## config.mk

```make
export PLATFORM = sky130hd
export DESIGN_NAME = clock_core_param
export DESIGN_NICKNAME = d
export VERILOG_FILES = /design/src/rtl/clock_pkg.sv /design/src/rtl/mod_updown_counter.sv /design/src/rtl/clock_core_param.sv
export SDC_FILE = /design/constraint.sdc
export NUM_CORES = 1
export LEC_CHECK = 0
export CORE_ASPECT_RATIO = 0.75
export CORE_MARGIN = 2
export CORE_UTILIZATION = 50
export DETAILED_ROUTE_END_ITERATION = 8
export PLACE_DENSITY = 0.74
export RECOVER_POWER = 50
export SLEW_MARGIN = 30
export SYNTH_ARGS = -nofsm -noshare
export SYNTH_HDL_FRONTEND = slang
export SYNTH_SLANG_ARGS = --single-unit
```

## constraint.sdc

```tcl
create_clock -name clock -period 14.8 [get_ports clock]
set_clock_uncertainty 0.1 [all_clocks]
set_input_delay 2.96 -clock clock [delete_from_list [all_inputs] [get_ports clock]]
set_output_delay 2.96 -clock clock [all_outputs]
set_load 0.01 [all_outputs]
```

## src/rtl/clock_pkg.sv

```systemverilog
// Shared types, field limits and BCD/12-hour helpers for the digital clock core.
package clock_pkg;

  typedef enum logic [2:0] {
    ST_RUN         = 3'd0,
    ST_SET_HOURS   = 3'd1,
    ST_SET_MINUTES = 3'd2,
    ST_SET_SECONDS = 3'd3,
    ST_ALM_HOURS   = 3'd4,
    ST_ALM_MINUTES = 3'd5
  } state_t;

  typedef struct packed {
    logic       en;
    logic [3:0] value;
    logic       dp;
  } digit_t;

  localparam int HOURS_MAX   = 23;
  localparam int MIN_SEC_MAX = 59;

  // Split a 0-59 binary field into {tens, units} BCD digits.
  function automatic logic [7:0] bin2bcd(input logic [5:0] bin);
    logic [3:0] tens;
    logic [5:0] rem;
    tens = 4'(bin / 6'd10);
    rem  = bin - ({2'b00, tens} * 6'd10);
    return {tens, 4'(rem)};
  endfunction

  // Map stored 0-23 hours onto the 1-12 clock face.
  function automatic logic [4:0] hour12(input logic [4:0] h24);
    logic [4:0] h;
    h = (h24 >= 5'd12) ? (h24 - 5'd12) : h24;
    return (h == 5'd0) ? 5'd12 : h;
  endfunction

endpackage

```

## src/rtl/mod_updown_counter.sv

```systemverilog
// Modulo up/down field counter; wrap flags an upward step out of MAX so the
// next field can be carried into.
module mod_updown_counter #(
  parameter int MAX   = 59,
  parameter int WIDTH = 6
) (
  input  logic             clock,
  input  logic             reset,
  input  logic             inc,
  input  logic             dec,
  input  logic             carry_in,
  output logic [WIDTH-1:0] value,
  output logic             wrap
);

  localparam logic [WIDTH-1:0] MAX_V = MAX[WIDTH-1:0];
  localparam logic [WIDTH-1:0] ONE_V = {{(WIDTH-1){1'b0}}, 1'b1};

  logic [WIDTH-1:0] r_value;
  logic             w_up;

  assign w_up  = inc | carry_in;
  assign wrap  = w_up & ~dec & (r_value == MAX_V);
  assign value = r_value;

  // Opposing up and down requests cancel out.
  always_ff @(posedge clock) begin
    if (reset) begin
      r_value <= '0;
    end else if (w_up && !dec) begin
      r_value <= (r_value == MAX_V) ? '0 : (r_value + ONE_V);
    end else if (dec && !w_up) begin
      r_value <= (r_value == '0) ? MAX_V : (r_value - ONE_V);
    end else begin
      r_value <= r_value;
    end
  end

endmodule

```

## src/rtl/clock_core_param.sv

```systemverilog
// hh:mm:ss clock core with mode/set FSM, field blinking, optional alarm with
// snooze and add/sub auto-repeat; drives an 8-digit registered display.
module clock_core_param
  import clock_pkg::*;
#(
  parameter bit          H24          = 1'b1,
  parameter bit          ALARM_EN     = 1'b1,
  parameter int unsigned REPEAT_DELAY = 2
) (
  input  logic       clock,
  input  logic       reset,
  input  logic       pulse_1hz,
  input  logic       pulse_500ms,
  input  logic       mode_button,
  input  logic       add_button,
  input  logic       sub_button,
  input  logic       alarm_arm,
  output logic [5:0] d1,
  output logic [5:0] d2,
  output logic [5:0] d3,
  output logic [5:0] d4,
  output logic [5:0] d5,
  output logic [5:0] d6,
  output logic [5:0] d7,
  output logic [5:0] d8,
  output logic       alarm_ring,
  output logic [2:0] state
);

  localparam logic [3:0] REP_LIMIT = 4'(REPEAT_DELAY);

  state_t     r_state, w_state_nxt;
  logic       r_mode_q, r_add_q, r_sub_q;
  logic       w_mode_p, w_add_p, w_sub_p;
  logic       w_edit, w_hold_alone, w_repeat, w_up, w_dn, w_step, w_tick;
  logic [3:0] r_hold;
  logic       r_blink, r_snooze, w_snooze_nxt, w_match, r_alarm_ring;
  logic [4:0] w_hours, w_alm_hours, w_hr_view;
  logic [5:0] w_minutes, w_seconds, w_alm_minutes, w_mn_view;
  logic       w_sec_wrap, w_min_wrap;
  logic       w_unused_hrs_wrap;
  logic [7:0] w_hr_bcd, w_mn_bcd, w_sc_bcd;
  logic       w_alm_view, w_hr_vis, w_mn_vis, w_sc_vis, w_colon;
  digit_t     w_dig [1:8];
  digit_t     r_dig [1:8];

  assign w_mode_p     = mode_button & ~r_mode_q;
  assign w_add_p      = add_button & ~r_add_q;
  assign w_sub_p      = sub_button & ~r_sub_q;
  assign w_edit       = (r_state != ST_RUN);
  assign w_hold_alone = w_edit & (add_button ^ sub_button);
  assign w_repeat     = w_hold_alone & pulse_500ms & (r_hold == REP_LIMIT);
  // A mode press swallows any add/sub activity in the same cycle.
  assign w_up   = w_edit & ~w_mode_p & ((w_add_p & ~w_sub_p) | (w_repeat & add_button));
  assign w_dn   = w_edit & ~w_mode_p & ((w_sub_p & ~w_add_p) | (w_repeat & sub_button));
  assign w_step = w_up | w_dn;
  assign w_tick = ~w_edit & pulse_1hz;

  mod_updown_counter #(.MAX(MIN_SEC_MAX), .WIDTH(6)) u_seconds (
    .clock(clock), .reset(reset),
    .inc(w_up & (r_state == ST_SET_SECONDS)), .dec(w_dn & (r_state == ST_SET_SECONDS)),
    .carry_in(w_tick), .value(w_seconds), .wrap(w_sec_wrap)
  );
  mod_updown_counter #(.MAX(MIN_SEC_MAX), .WIDTH(6)) u_minutes (
    .clock(clock), .reset(reset),
    .inc(w_up & (r_state == ST_SET_MINUTES)), .dec(w_dn & (r_state == ST_SET_MINUTES)),
    .carry_in(w_sec_wrap & w_tick), .value(w_minutes), .wrap(w_min_wrap)
  );
  mod_updown_counter #(.MAX(HOURS_MAX), .WIDTH(5)) u_hours (
    .clock(clock), .reset(reset),
    .inc(w_up & (r_state == ST_SET_HOURS)), .dec(w_dn & (r_state == ST_SET_HOURS)),
    .carry_in(w_min_wrap & w_tick), .value(w_hours), .wrap(w_unused_hrs_wrap)
  );

  generate
    if (ALARM_EN) begin : g_alarm
      logic w_unused_alm_h_wrap, w_unused_alm_m_wrap;
      mod_updown_counter #(.MAX(HOURS_MAX), .WIDTH(5)) u_alm_hours (
        .clock(clock), .reset(reset),
        .inc(w_up & (r_state == ST_ALM_HOURS)), .dec(w_dn & (r_state == ST_ALM_HOURS)),
        .carry_in(1'b0), .value(w_alm_hours), .wrap(w_unused_alm_h_wrap)
      );
      mod_updown_counter #(.MAX(MIN_SEC_MAX), .WIDTH(6)) u_alm_minutes (
        .clock(clock), .reset(reset),
        .inc(w_up & (r_state == ST_ALM_MINUTES)), .dec(w_dn & (r_state == ST_ALM_MINUTES)),
        .carry_in(1'b0), .value(w_alm_minutes), .wrap(w_unused_alm_m_wrap)
      );
    end else begin : g_no_alarm
      assign w_alm_hours   = 5'd0;
      assign w_alm_minutes = 6'd0;
    end
  endgenerate

  // Mode-press sequencing; alarm states are skipped when the alarm is absent.
  always_comb begin
    w_state_nxt = r_state;
    if (w_mode_p) begin
      case (r_state)
        ST_RUN:         w_state_nxt = ST_SET_HOURS;
        ST_SET_HOURS:   w_state_nxt = ST_SET_MINUTES;
        ST_SET_MINUTES: w_state_nxt = ST_SET_SECONDS;
        ST_SET_SECONDS: w_state_nxt = ALARM_EN ? ST_ALM_HOURS : ST_RUN;
        ST_ALM_HOURS:   w_state_nxt = ST_ALM_MINUTES;
        ST_ALM_MINUTES: w_state_nxt = ST_RUN;
        default:        w_state_nxt = ST_RUN;
      endcase
    end else begin
      w_state_nxt = r_state;
    end
  end

  assign w_match = (r_state == ST_RUN) && (w_hours == w_alm_hours) &&
                   (w_minutes == w_alm_minutes);

  // Snooze latches on an add/sub press while ringing and lasts until the minute moves on.
  always_comb begin
    w_snooze_nxt = r_snooze;
    if (!w_match) begin
      w_snooze_nxt = 1'b0;
    end else if (r_alarm_ring && !w_mode_p && (w_add_p || w_sub_p)) begin
      w_snooze_nxt = 1'b1;
    end else begin
      w_snooze_nxt = r_snooze;
    end
  end

  // Display composition: alarm fields replace time in the ALM states.
  always_comb begin
    w_alm_view = (r_state == ST_ALM_HOURS) || (r_state == ST_ALM_MINUTES);
    w_hr_view  = w_alm_view ? w_alm_hours : w_hours;
    w_mn_view  = w_alm_view ? w_alm_minutes : w_minutes;
    if (H24) begin
      w_hr_bcd = bin2bcd({1'b0, w_hr_view});
    end else begin
      w_hr_bcd = bin2bcd({1'b0, hour12(w_hr_view)});
    end
    w_mn_bcd = bin2bcd(w_mn_view);
    w_sc_bcd = bin2bcd(w_seconds);
    w_hr_vis = ~(r_blink & ((r_state == ST_SET_HOURS) || (r_state == ST_ALM_HOURS)));
    w_mn_vis = ~(r_blink & ((r_state == ST_SET_MINUTES) || (r_state == ST_ALM_MINUTES)));
    w_sc_vis = ~w_alm_view & ~(r_blink & (r_state == ST_SET_SECONDS));
    w_colon  = (r_state == ST_RUN) ? ~r_blink : 1'b1;
    w_dig[8] = {w_hr_vis & (H24 | (w_hr_bcd[7:4] != 4'd0)), w_hr_bcd[7:4], 1'b0};
    w_dig[7] = {w_hr_vis, w_hr_bcd[3:0], ~H24 & (w_hr_view >= 5'd12)};
    w_dig[6] = {1'b0, 4'h0, w_colon};
    w_dig[5] = {w_mn_vis, w_mn_bcd[7:4], 1'b0};
    w_dig[4] = {w_mn_vis, w_mn_bcd[3:0], 1'b0};
    w_dig[3] = {1'b0, 4'h0, w_colon};
    w_dig[2] = {w_sc_vis, w_sc_bcd[7:4], 1'b0};
    w_dig[1] = {w_sc_vis, w_sc_bcd[3:0], 1'b0};
  end

  // Control state, button history, repeat timer, blink, alarm and display registers.
  always_ff @(posedge clock) begin
    if (reset) begin
      r_state      <= ST_RUN;
      r_mode_q     <= 1'b0;
      r_add_q      <= 1'b0;
      r_sub_q      <= 1'b0;
      r_hold       <= 4'd0;
      r_blink      <= 1'b0;
      r_snooze     <= 1'b0;
      r_alarm_ring <= 1'b0;
      r_dig        <= '{default: '0};
    end else begin
      r_state  <= w_state_nxt;
      r_mode_q <= mode_button;
      r_add_q  <= add_button;
      r_sub_q  <= sub_button;
      if (!w_hold_alone || w_mode_p) begin
        r_hold <= 4'd0;
      end else if (pulse_500ms && (r_hold != REP_LIMIT)) begin
        r_hold <= r_hold + 4'd1;
      end
      // Stepping pins the edited field visible so it can be read while adjusting.
      if (w_step) begin
        r_blink <= 1'b0;
      end else if (pulse_500ms) begin
        r_blink <= ~r_blink;
      end
      r_snooze     <= w_snooze_nxt;
      r_alarm_ring <= ALARM_EN & alarm_arm & w_match & ~w_snooze_nxt;
      r_dig        <= w_dig;
    end
  end

  assign d1         = r_dig[1];
  assign d2         = r_dig[2];
  assign d3         = r_dig[3];
  assign d4         = r_dig[4];
  assign d5         = r_dig[5];
  assign d6         = r_dig[6];
  assign d7         = r_dig[7];
  assign d8         = r_dig[8];
  assign alarm_ring = r_alarm_ring;
  assign state      = r_state;

endmodule
```

==> metrics.txt <==
largest cells by area after synthesis=dfxtp_1 (29%), ha_1 (8.1%), a21oi_1 (5.8%); core area=8560 um2; synthesized area divided by synthesized cell count=7.79 um2; design internal power=331 uW; number of gates on the worst path with buffers counted=23; Finished Layout Cells=689; share of layout cells above drive strength 1=4.82%; Max-slew headroom=-80.9%; post-synth design cell area=4470 um2; worst reg2reg startpoint=state[1]; total setup violations reported at the end of the flow=0; result of the run=complete, but fails checks; type of element launching the critical path=input port; reg2reg end=u_hours.value[4]; placer congestion estimate=0.911; Placed Cells incl. Taps=673; total wire length after detailed routing=9.99 mm; worst setup path start=sub_button; clock sink count=65; post-detailed-route wirelength per cell=14.5 um; global-route total usage across every layer=20.9%; power per cell area=92.7 nW/um2; final core occ=58.0%; clock transition at the register clock pins on the worst setup and hold paths after CTS=0.06 ns; net switching power=129 uW; top achievable clock speed=128 MHz; CTS Hold Buffers Added=0; Final Slew Violations=62; ordered cell list for the critical path=clkdlybuf4s50_1 > xor2_1 > and3_1 > o211a_1 > a31oi_1 > nor2_1 > ha_1 > nor2b_1 > nand2_1 > nor2_1 > a22oi_1 > nor3_1 > ha_1 > nand2_1 > nor3b_1 > a21oi_1 > nor3_1 > ha_1 > nand2b_1 > nor3_1 > a41oi_1 > or3_1 > a21oi_1; combinational fraction of design power=16.1%; Final #Nets=616; Synth Flop Type=dfxtp_1; Clock H-tree levels=3; DRC violation count after routing=4; r2r worst-path depth=22; full die area=9730 um2; Detailed Place HPWL=7.05 mm; worst vdd ir=0.0000486 V; vias per cell=5.71; maximum root-to-sink buffer count=2; commonest non-fill, non-tap cells in the layout=dfxtp_1 (65), nor2_1 (62), a21oi_1 (52); routed via count=3,935; flip-flop and latch count after synthesis=65; leakage power of the design=1.94 nW; Period minus WS final=7.82 ns; die boundary width=113 um; number of port buffers=39; hold slack=0.416 ns; category of the worst setup path capture point=flip-flop; die outline height=85.9 um; family with the most delay on the worst path=simple AND/OR/NAND/NOR gates; Max Cap Violations=1; worst path required time=14.80 ns; number of enable flip-flop cells after synthesis=0; fraction of power spent switching nets=28.1%; largest stage delay on the critical path=0.56 ns; slowest cell on the critical path=clkdlybuf4s50_1; failing checks=DRC, capacitance limit, slew limit; wire length of the first global-routing pass=16.4 mm; worst path buffer plus inverter count=1; Ant. Diodes=0; largest net degree at the start of global routing=62; number of global-route vias before repair=3,523; gate count of the mapped netlist=574; # fillers=781; Setup TNS Final=0 ns; clock latency on the worst-skew pair=0.34 ns; count of pins on the block boundary=60; commonest non-fill, non-tap cell in the layout=dfxtp_1; share of power burned in registers=42.6%; worst-path maximum fanout=15; unrepaired setup endpoints after global routing=no; buffers inserted during post-CTS setup optimization=0; number of warning messages in the yosys log=0; total clock buffers created by CTS=9; number of endpoints with negative hold slack in the final report=0; effective utilization at floorplan=52.2%; buffer type at the clock tree root=clkbuf_16; setup slack, reg-to-reg=9.42 ns; synth-to-layout area growth=11.0%; critical path endpoint=u_hours.value[4]; worst min-delay path category=reg -> reg; TritonCTS clock tree=built; residual antenna-violating net count after detailed routing=0; post-synth top area cell=dfxtp_1; Synth cell types=60; violation count after the first detailed-routing iteration=343; post-layout power=460 uW; post-route clock period utilization=52.8%; portion of synthesized cell area occupied by the leading cell type=29.1%; proportion of power drawn by the clock network=41.3%; Arrival @ worst endpoint=7.82 ns; category of the critical setup timing path=in -> reg; sum of overflow across all layers after global routing=0; 1st-pass router iterations=8; Seq/Total Area, Yosys=29.1%; placement row count=29; initial antenna violation count=0; quantity of gates resized following cts=0; fraction of registers with async set or reset after synthesis=0%; Worst Tran Pin Value=2.71 ns
[layer usage]
layer	vias up	part of all wire (%)	wire, um	GRT usage (%)
li1	1949	-	-	-
met1	1863	48	4760	27.8
met2	109	45	4530	33.1
met3	14	5.4	537	4.59
met4	0	1.7	173	8.87
met5	-	0	0	0
[tightest hold or removal path, delay by kind of cell (launching register included)]
| family | cells | cell delay, ns |
|---|---|---|
| DFF | 1 | 0.34 |
| and+or+nand+nor | 1 | 0.07 |
| xor gates and xnor gates | 1 | 0.07 |
[how the worst min path moves through the flow]
stage / slack, ns / start / end / cells after the start
3_3_place_gp: 0.40 / r_hold[3] / r_hold[3] / 2
4_1_cts: 0.42 / r_hold[3] / r_hold[3] / 2
3_5_place_dp: 0.41 / r_hold[3] / r_hold[3] / 2
5_1_grt: 0.45 / r_blink / d6[0] / 1
2_1_floorplan: 0.37 / r_blink / d5[5] / 1
6_report: 0.42 / r_hold[3] / r_hold[3] / 2
[power groups by stage]
stage          registers, mW  clock network, mW  logic (mW)
3_5_place_dp           0.200                  0      0.0747
3_3_place_gp           0.199                  0      0.0731
5_1_grt                0.198              0.201      0.0822
6_report               0.196              0.190      0.0740
4_1_cts                0.196              0.194      0.0752
2_1_floorplan          0.196                  0      0.0582
[registers in the layout, summed over array words and instances, names as in the netlist, 3 cells and up]
| signal | cells |
|---|---|
| d2 | 4 |
| d5 | 4 |
| g_alarm.u_alm_minutes.value | 6 |
| u_hours.value | 5 |
| u_minutes.value | 6 |
| d1 | 4 |
| state | 3 |
| g_alarm.u_alm_hours.value | 5 |
| d8 | 3 |
| d4 | 4 |
| d7 | 4 |
| r_hold | 4 |
| u_seconds.value | 6 |
[stage by stage]
step | instance area (um2) | setup slack, ns
floorplan | 4540 | 8.08
global placement | 4700 | 7.06
detailed placement | 4700 | 6.84
CTS | 4970 | 7.17
global route | 4960 | 6.37
finish | 4960 | 6.98
[synth_stat cells, drive strengths merged, types with 5 or more instances]
| master | n |
|---|---|
| nor3 | 12 |
| nor3b | 6 |
| buf | 33 |
| xnor2 | 21 |
| nor2 | 62 |
| clkbuf | 35 |
| a221oi | 5 |
| dfxtp | 65 |
| xor2 | 10 |
| and3 | 6 |
| nand3 | 17 |
| a211oi | 12 |
| nor4 | 5 |
| mux2i | 6 |
| nor2b | 18 |
| nand2b | 5 |
| a31oi | 10 |
| a21oi | 52 |
| o21ai | 29 |
| nand2 | 42 |
| or3 | 6 |
| ha | 29 |
| inv | 29 |
[layout make-up]
class | instances | area (um2) | share of cell area [%]
tap | 108 | 135 | 2.72
multi-input combinational | 431 | 2770 | 55.7
inverter | 29 | 109 | 2.19
clock inverter | 6 | 35.0 | 0.706
clock buffer | 10 | 229 | 4.61
sequential | 65 | 1300 | 26.2
timing repair buffer | 40 | 389 | 7.84
[cells by family after synthesis]
kind of cell    synth area share (%)
other cells                   0.0838
mux                             2.52
buf+inv                         10.7
flops                           29.1
simple gates                    22.0
fa+ha+maj                       9.45
compound gates                  20.1
xor+xnor                        6.07
No activity file was read; power rests on OpenSTA's default activity.
